==> src/rtl/cnu_msg_expander.sv <==
// cnu_msg_expander: expands a compressed check-node record (min1, min2, argmin, signs) into per-edge C2V beats; CNU_EXP_OFFSET_EN enables offset min-sum
module cnu_msg_expander #(
   parameter int QUAN_SIZE = 3,
   parameter int CN_DEGREE = 10,
   parameter int IDX_WIDTH = 4,
   parameter int OFFSET    = 1
) (
   input  logic                 sys_clk,
   input  logic                 sys_rst,
   input  logic                 in_valid,
   output logic                 in_ready,
   input  logic [QUAN_SIZE-1:0] in_m1,
   input  logic [QUAN_SIZE-1:0] in_m2,
   input  logic [IDX_WIDTH-1:0] in_min_idx,
   input  logic [CN_DEGREE-1:0] in_sign_vec,
   output logic                 out_valid,
   input  logic                 out_ready,
   output logic [QUAN_SIZE-1:0] out_mag,
   output logic                 out_sign,
   output logic [IDX_WIDTH-1:0] out_edge,
   output logic                 out_last,
   output logic                 idx_err
);
   typedef enum logic {IDLE, EMIT} state_t;
   state_t               state_q, state_d;
   logic [QUAN_SIZE-1:0] m1_q, m1_d, m2_q, m2_d, sel;
   logic [IDX_WIDTH-1:0] idx_q, idx_d, edge_q, edge_d;
   logic [CN_DEGREE-1:0] sv_q, sv_d;
   logic                 parity_q, parity_d, err_q, err_d, rst_hold_q;
   logic                 accept, fire;
   assign out_valid = state_q == EMIT;
   assign out_edge  = edge_q;
   assign out_last  = out_valid && edge_q == IDX_WIDTH'(CN_DEGREE - 1);
   assign in_ready  = (state_q == IDLE && !rst_hold_q) || (out_last && out_ready);
   assign accept    = in_valid && in_ready;
   assign fire      = out_valid && out_ready;
   // an out-of-range argmin never matches an edge, so every edge falls back to m1
   assign sel       = (edge_q == idx_q) ? m2_q : m1_q;
   assign out_sign  = parity_q ^ sv_q[edge_q];
   assign idx_err   = err_q;
`ifdef CNU_EXP_OFFSET_EN
   assign out_mag   = (sel > QUAN_SIZE'(OFFSET)) ? sel - QUAN_SIZE'(OFFSET) : '0;
`else
   assign out_mag   = sel;
`endif
   // next state: load a record on accept, otherwise step through the edges on each handshake
   always_comb begin
      state_d  = state_q;
      m1_d     = m1_q;
      m2_d     = m2_q;
      idx_d    = idx_q;
      sv_d     = sv_q;
      parity_d = parity_q;
      edge_d   = edge_q;
      err_d    = err_q;
      if (accept) begin
         m1_d     = in_m1;
         m2_d     = in_m2;
         idx_d    = in_min_idx;
         sv_d     = in_sign_vec;
         parity_d = ^in_sign_vec;
         edge_d   = '0;
         state_d  = EMIT;
         err_d    = err_q | ({1'b0, in_min_idx} >= (IDX_WIDTH + 1)'(CN_DEGREE));
      end else if (fire) begin
         state_d = out_last ? IDLE : EMIT;
         edge_d  = out_last ? edge_q : edge_q + 1'b1;
      end
   end
   // state and record registers; rst_hold_q keeps in_ready low for the cycle following reset
   always_ff @(posedge sys_clk) begin
      rst_hold_q <= sys_rst;
      if (sys_rst) begin
         state_q  <= IDLE;
         m1_q     <= '0;
         m2_q     <= '0;
         idx_q    <= '0;
         sv_q     <= '0;
         parity_q <= 1'b0;
         edge_q   <= '0;
         err_q    <= 1'b0;
      end else begin
         state_q  <= state_d;
         m1_q     <= m1_d;
         m2_q     <= m2_d;
         idx_q    <= idx_d;
         sv_q     <= sv_d;
         parity_q <= parity_d;
         edge_q   <= edge_d;
         err_q    <= err_d;
      end
   end
endmodule

==> config.mk <==
export PLATFORM = sky130hd
export DESIGN_NAME = cnu_msg_expander
export DESIGN_NICKNAME = d
export VERILOG_FILES = /design/src/rtl/cnu_msg_expander.sv
export SDC_FILE = /design/constraint.sdc
export NUM_CORES = 1
export LEC_CHECK = 0
export ABC_CLOCK_PERIOD_IN_PS = 5400
export BUFFER_PORTS_ARGS = -buffer_cell sky130_fd_sc_hd__buf_2
export CAP_MARGIN = 20
export CORE_ASPECT_RATIO = 0.9
export CORE_MARGIN = 4
export CORE_UTILIZATION = 45
export DETAILED_ROUTE_END_ITERATION = 10
export PLACE_DENSITY_LB_ADDON = 0.3
export SYNTH_ARGS = -nofsm -noshare
export SYNTH_HDL_FRONTEND = slang
export SYNTH_SLANG_ARGS = --single-unit
==> constraint.sdc <==
create_clock -name sys_clk -period 5.4 [get_ports sys_clk]
set_input_delay 1.08 -clock sys_clk [delete_from_list [all_inputs] [get_ports sys_clk]]
set_output_delay 1.08 -clock sys_clk [all_outputs]
set_load 0.1 [all_outputs]
== Word level (Yosys, flattened, before mapping) ==
Index checks and enable logic that the tools add are counted.

* Add/sub/neg operators: 1
* Order comparisons: 2
* Eq/ne operators: 2
* Multiplexer cells: 6
* Bitwise logic cells: 4
* Reduce and logical (&&, ||, !) cells: 11

{| class="wikitable"
|+ Operator list
! operator !! count
|-
| XOR reduction 10 bit || 1
|-
| logical AND 1 bit || 5
|-
| < comparator 4 x 5 -> 1 bit (second input constant) || 1
|-
| adder 4 x 1 -> 4 bit (second input constant) || 1
|-
| binary-select mux 1 bit (select 4 bit) || 1
|-
| equality test 4 bit || 1
|-
| equality test 4 bit (second input constant) || 1
|-
| greater-or-equal comparator 4 bit (second input constant) || 1
|-
| 2-to-1 mux 1 bit || 4
|-
| 2-to-1 mux 3 bit || 1
|-
| NOT 1 bit || 2
|-
| AND reduction 2 bit || 1
|-
| nonzero test 2 bit || 1
|-
| OR reduction 2 bit || 1
|-
| zero test 1 bit || 1
|-
| logical OR 1 bit || 1
|-
| OR 1 bit || 1
|-
| XOR 1 bit || 1
|}

* Flip-flop bits (word level): 28
* Input bits: 24
* Output and inout port bits: 12
* Word-level logic and storage cells: 35

== Depth between registers and ports, before layout ==
* Depth after elaboration: 6
* Depth in mapped cells: 9

== Worst setup path after synthesis ==
Ideal clock, no wire load.

* Path kind: flip-flop to output port
* Start: register edge_q[2], in the netlist out_edge[2]
* End: output port out_sign
* Arrival time: 3.171 ns
* Required time: 4.320 ns
* Path slack: 1.149 ns
* Stages on the path, launching flop included: 6
* Buffers on the path: 1
* Cell sequence: dfxtp_1 -> buf_2 -> mux4_2 -> or2_1 -> a31oi_1 -> xnor2_1

* Longest elaborated chain between the ends: 3

{| class="wikitable"
|+ Ends and longest elaborated chain
! element !! line !! source
|-
| start: declaration || 27 || <nowiki>logic [IDX_WIDTH-1:0] idx_q, idx_d, edge_q, edge_d;</nowiki>
|-
| start signal: assignment || 89 || <nowiki>edge_q <= edge_d;</nowiki>
|-
| binary-select mux 1 bit (select 4 bit) || 39 || <nowiki>assign out_sign = parity_q ^ sv_q[edge_q];</nowiki>
|-
| 2-to-1 mux 1 bit (not written as such) || 39 ||
|-
| XOR 1 bit || 39 ||
|-
| end: declaration || 19 || <nowiki>output logic out_sign,</nowiki>
|}

Every way passes these cells. The select of a mux whose other input is x is not followed.

== Worst setup path after layout ==
* Start: register edge_q[1], in the netlist out_edge[1]
* End: output port out_sign

Same word-level chain as after synthesis.

==> key figures <==
Final layout
  • Nets: about 190
  • Diode count: 0
  • Non-Filler Instances: 204
  • Share of cells above drive strength 1: 28.0%
  • Layout area overhead: 16.0%

Setup path
  • Setup slack, reg-to-reg: around 3.4 ns
  • Setup CP Type: flip-flop to primary output
  • Biggest fanout along the worst timing path: 10
  • FF-to-FF path depth: 6
  • Worst setup EP type: primary output
  • Worst R2R End: idx_q[1]
  • CP required: 4.32 ns
  • CP startpoint kind: flip-flop
  • Reg-to-reg startpoint: out_edge[0]
  • CP arrival: 2.42 ns

Synth
  • Post-Syn Area: 0.00137 mm²
  • Yosys cell types: 31
  • Synth Register Bits: 28
  • Seq/Total Area, Yosys: 40.8%
  • Synthesized area per cell: 10.3 µm²
  • Synth warnings: 0
  • Synth Instances: around 130
  • Syn_nets: 159

Clock tree
  • Setup Buffers After CTS: 0
  • H-tree levels: 1
  • CTS tree: done
  • Total CTS buffers: 3
  • Clock slew at reported path FFs: 0.15 ns
  • CTS max path bufs: 2
  • Clk sink count: 28
  • Hold Buf Count CTS: 0
  • Worst-Skew Late Latency: around 0.33 ns
  • Clk root buf: clkbuf_4
  • Post-CTS sizing: 0

Worst hold path
  • Hold Path End: idx_err
  • Hold Path Origin: idx_err
  • Hold Path Depth: 2
  • HP Class: flip-flop to flip-flop

Floorplan
  • Core area: 0.00284 mm²
  • I/O Pins: 36
  • Row count: 18
  • Die area: 0.00400 mm²
  • Die Span Y: 60.4 µm
  • Width of the chip: 66.2 µm
  • Initial core utilization: between 40% and 50%

Detailed routing
  • Vias per cell: 5.00
  • ANT nets after route: 0
  • Detailed-route via count: 1021
  • DRC: 0
  • First-pass DRT Iterations: 5
  • Wire length per cell: 13.3 µm
  • Initial DRC count: 41
  • Overall routed net length: 2710 µm

Power and ir drop
  • Leak: 0.667 nW
  • Power density over the cells: a little under 300 mW/mm²
  • Max VDD drop: approximately 0.22 mV

Timing
  • Maximum clock rate: 0.286 GHz
  • Final WS setup: approximately 1.9 ns
  • Setup TNS: 0 ns
  • Fin crit share: 64.8%
  • Final hold vios: 0
  • Final min period: 3.50 ns
  • Slew @ Worst Pin: 0.500 ns
  • Slew Limit Headroom: 66.7%
  • Min Hold Slack: 0.496 ns
  • Fin. max-slew vios: 0
  • Unrepaired setup endpoints after global routing: no
  • Setup-failing EPs final: 0
  • Setup Skew: ~0.0040 ns

Status
  • Outcome: completed

Placed design
  • Cells after DPL: 200
  • Gpl congestion: 0.792
  • # port buffers: 35
  • Dpl hpwl: ~2000 µm
  • Setup slack after placement: 2.25 ns

Global route
  • Total GRT Usage: 14.4%
  • First-pass GRT wire length: about 4400 µm
  • Vias in the first global route: a little over 1000
  • Initial antenna violation count: 0
  • Largest net degree at the start of global routing: 29
  • Total global routing overflow: 0

Job
  • Max cap viols: 0
per-stage QoR:
step / instance area, µm² / utilization, % / total power [W]
after detailed placement: 1540 / 54.2 / 0.000337
final: 1590 / 56.1 / 0.000468
after global routing: 1590 / 56.1 / 0.000489
after floorplan: 1370 / - / 0.000315
after global placement: 1540 / 54.2 / 0.000334
after CTS: 1590 / 56.1 / 0.000472
cells by family after synthesis:
group                    count (synthesis)  share of synthesized area, %
AO/OA/AOI/OAI                            9                          4.19
AND/OR/NAND/NOR                         39                          14.5
XOR/XNOR                                16                          11.2
buffers and inverters                   11                          5.83
adder cells (fa/ha/maj)                  2                          1.82
multiplexers                            28                          21.6
flip-flops                              28                          40.8
routing by layer:
layer	part of all wire (%)	vias up	track usage, %
li1	-	522	-
met3	5.8	7	4.81
met2	45	29	24.5
met1	48	463	17.0
met4	2.0	0	5.51
met5	0	-	0
registers in the layout, indices dropped and copies added (netlist names):
| register | cells |
|---|---|
| sv_q | 10 |
| idx_q | 4 |
| out_edge | 4 |
| m1_q | 3 |
| m2_q | 3 |
| idx_err | 1 |
| out_valid | 1 |
| parity_q | 1 |
| rst_hold_q | 1 |
layout by cell type (no fill, tap or decap), drive strengths merged:
cell type  netlist  layout
nand3b           2       2
xnor2           12      12
nand3            1       1
nand4b           1       1
a211oi           1       1
buf              7      36
nor4b            1       1
or2              1       1
o21ai            1       1
a31oi            2       2
and2             2       2
xor2             3       3
a21oi            2       2
nand2            1       1
mux2i           24      24
nor3             3       3
a2111oi          1       1
xnor3            1       1
bufinv           0       1
ha               2       2
mux4             1       1
o21a             1       1
nand2b           1       1
nand4            2       2
o22ai            1       1
inv              2       2
dfxtp           28      28
nor2            24      24
clkbuf           2       3
mux2             3       3
worst max-delay path, cell delays in order (launching register included):
cell,delay [ns]
dfxtp_1,0.59
mux4_2,0.54
or2_1,0.22
a31oi_1,0.17
xnor2_1,0.13
buf_2,0.44
cells in the mapped netlist, drive strengths merged:
cell type,instances,area [µm²]
dfxtp,28,561
a21oi,2,10.0
o21a,1,7.51
nand3,1,5.00
nor4b,1,8.76
nand4b,1,23.8
mux4,1,22.5
a2111oi,1,8.76
nand2b,1,6.26
o22ai,1,6.26
o21ai,1,5.00
or2,1,6.26
xnor2,12,105
ha,2,25.0
nand4,2,12.5
a211oi,1,7.51
mux2,3,33.8
a31oi,2,12.5
nand3b,2,15.0
buf,7,65.1
clkbuf,2,7.51
and2,2,12.5
mux2i,24,240
inv,2,7.51
xor2,3,26.3
xnor3,1,22.5
nand2,1,3.75
nor2,24,90.1
nor3,3,15.0
worst max path at each step:
stage | from | to | slack (ns)
after floorplan | out_edge[2] | out_sign | 1.15
after global placement | out_edge[1] | out_sign | 2.32
after detailed placement | out_edge[1] | out_sign | 2.25
after CTS | out_edge[1] | out_sign | 1.87
after global routing | out_edge[1] | out_sign | 1.76
final | out_edge[1] | out_sign | 1.90
where the power goes:
group	total, W	switching (W)	leakage, nW	internal (W)
clock	0.000136	0.0000607	0.0279	0.0000751
combinational	0.000108	0.0000698	0.411	0.0000378
sequential	0.000225	0.00000821	0.229	0.000217
final cells by class:
type | instances | area, µm²
multi-input combinational | 94 | 738
clock inverter | 1 | 30.0
clock buffer | 3 | 22.5
sequential | 28 | 561
timing repair buffer | 36 | 183
inverter | 2 | 7.51
fill | 254 | 1250
tap | 40 | 50.0
Note: power is estimated with default switching activity, not from simulation.
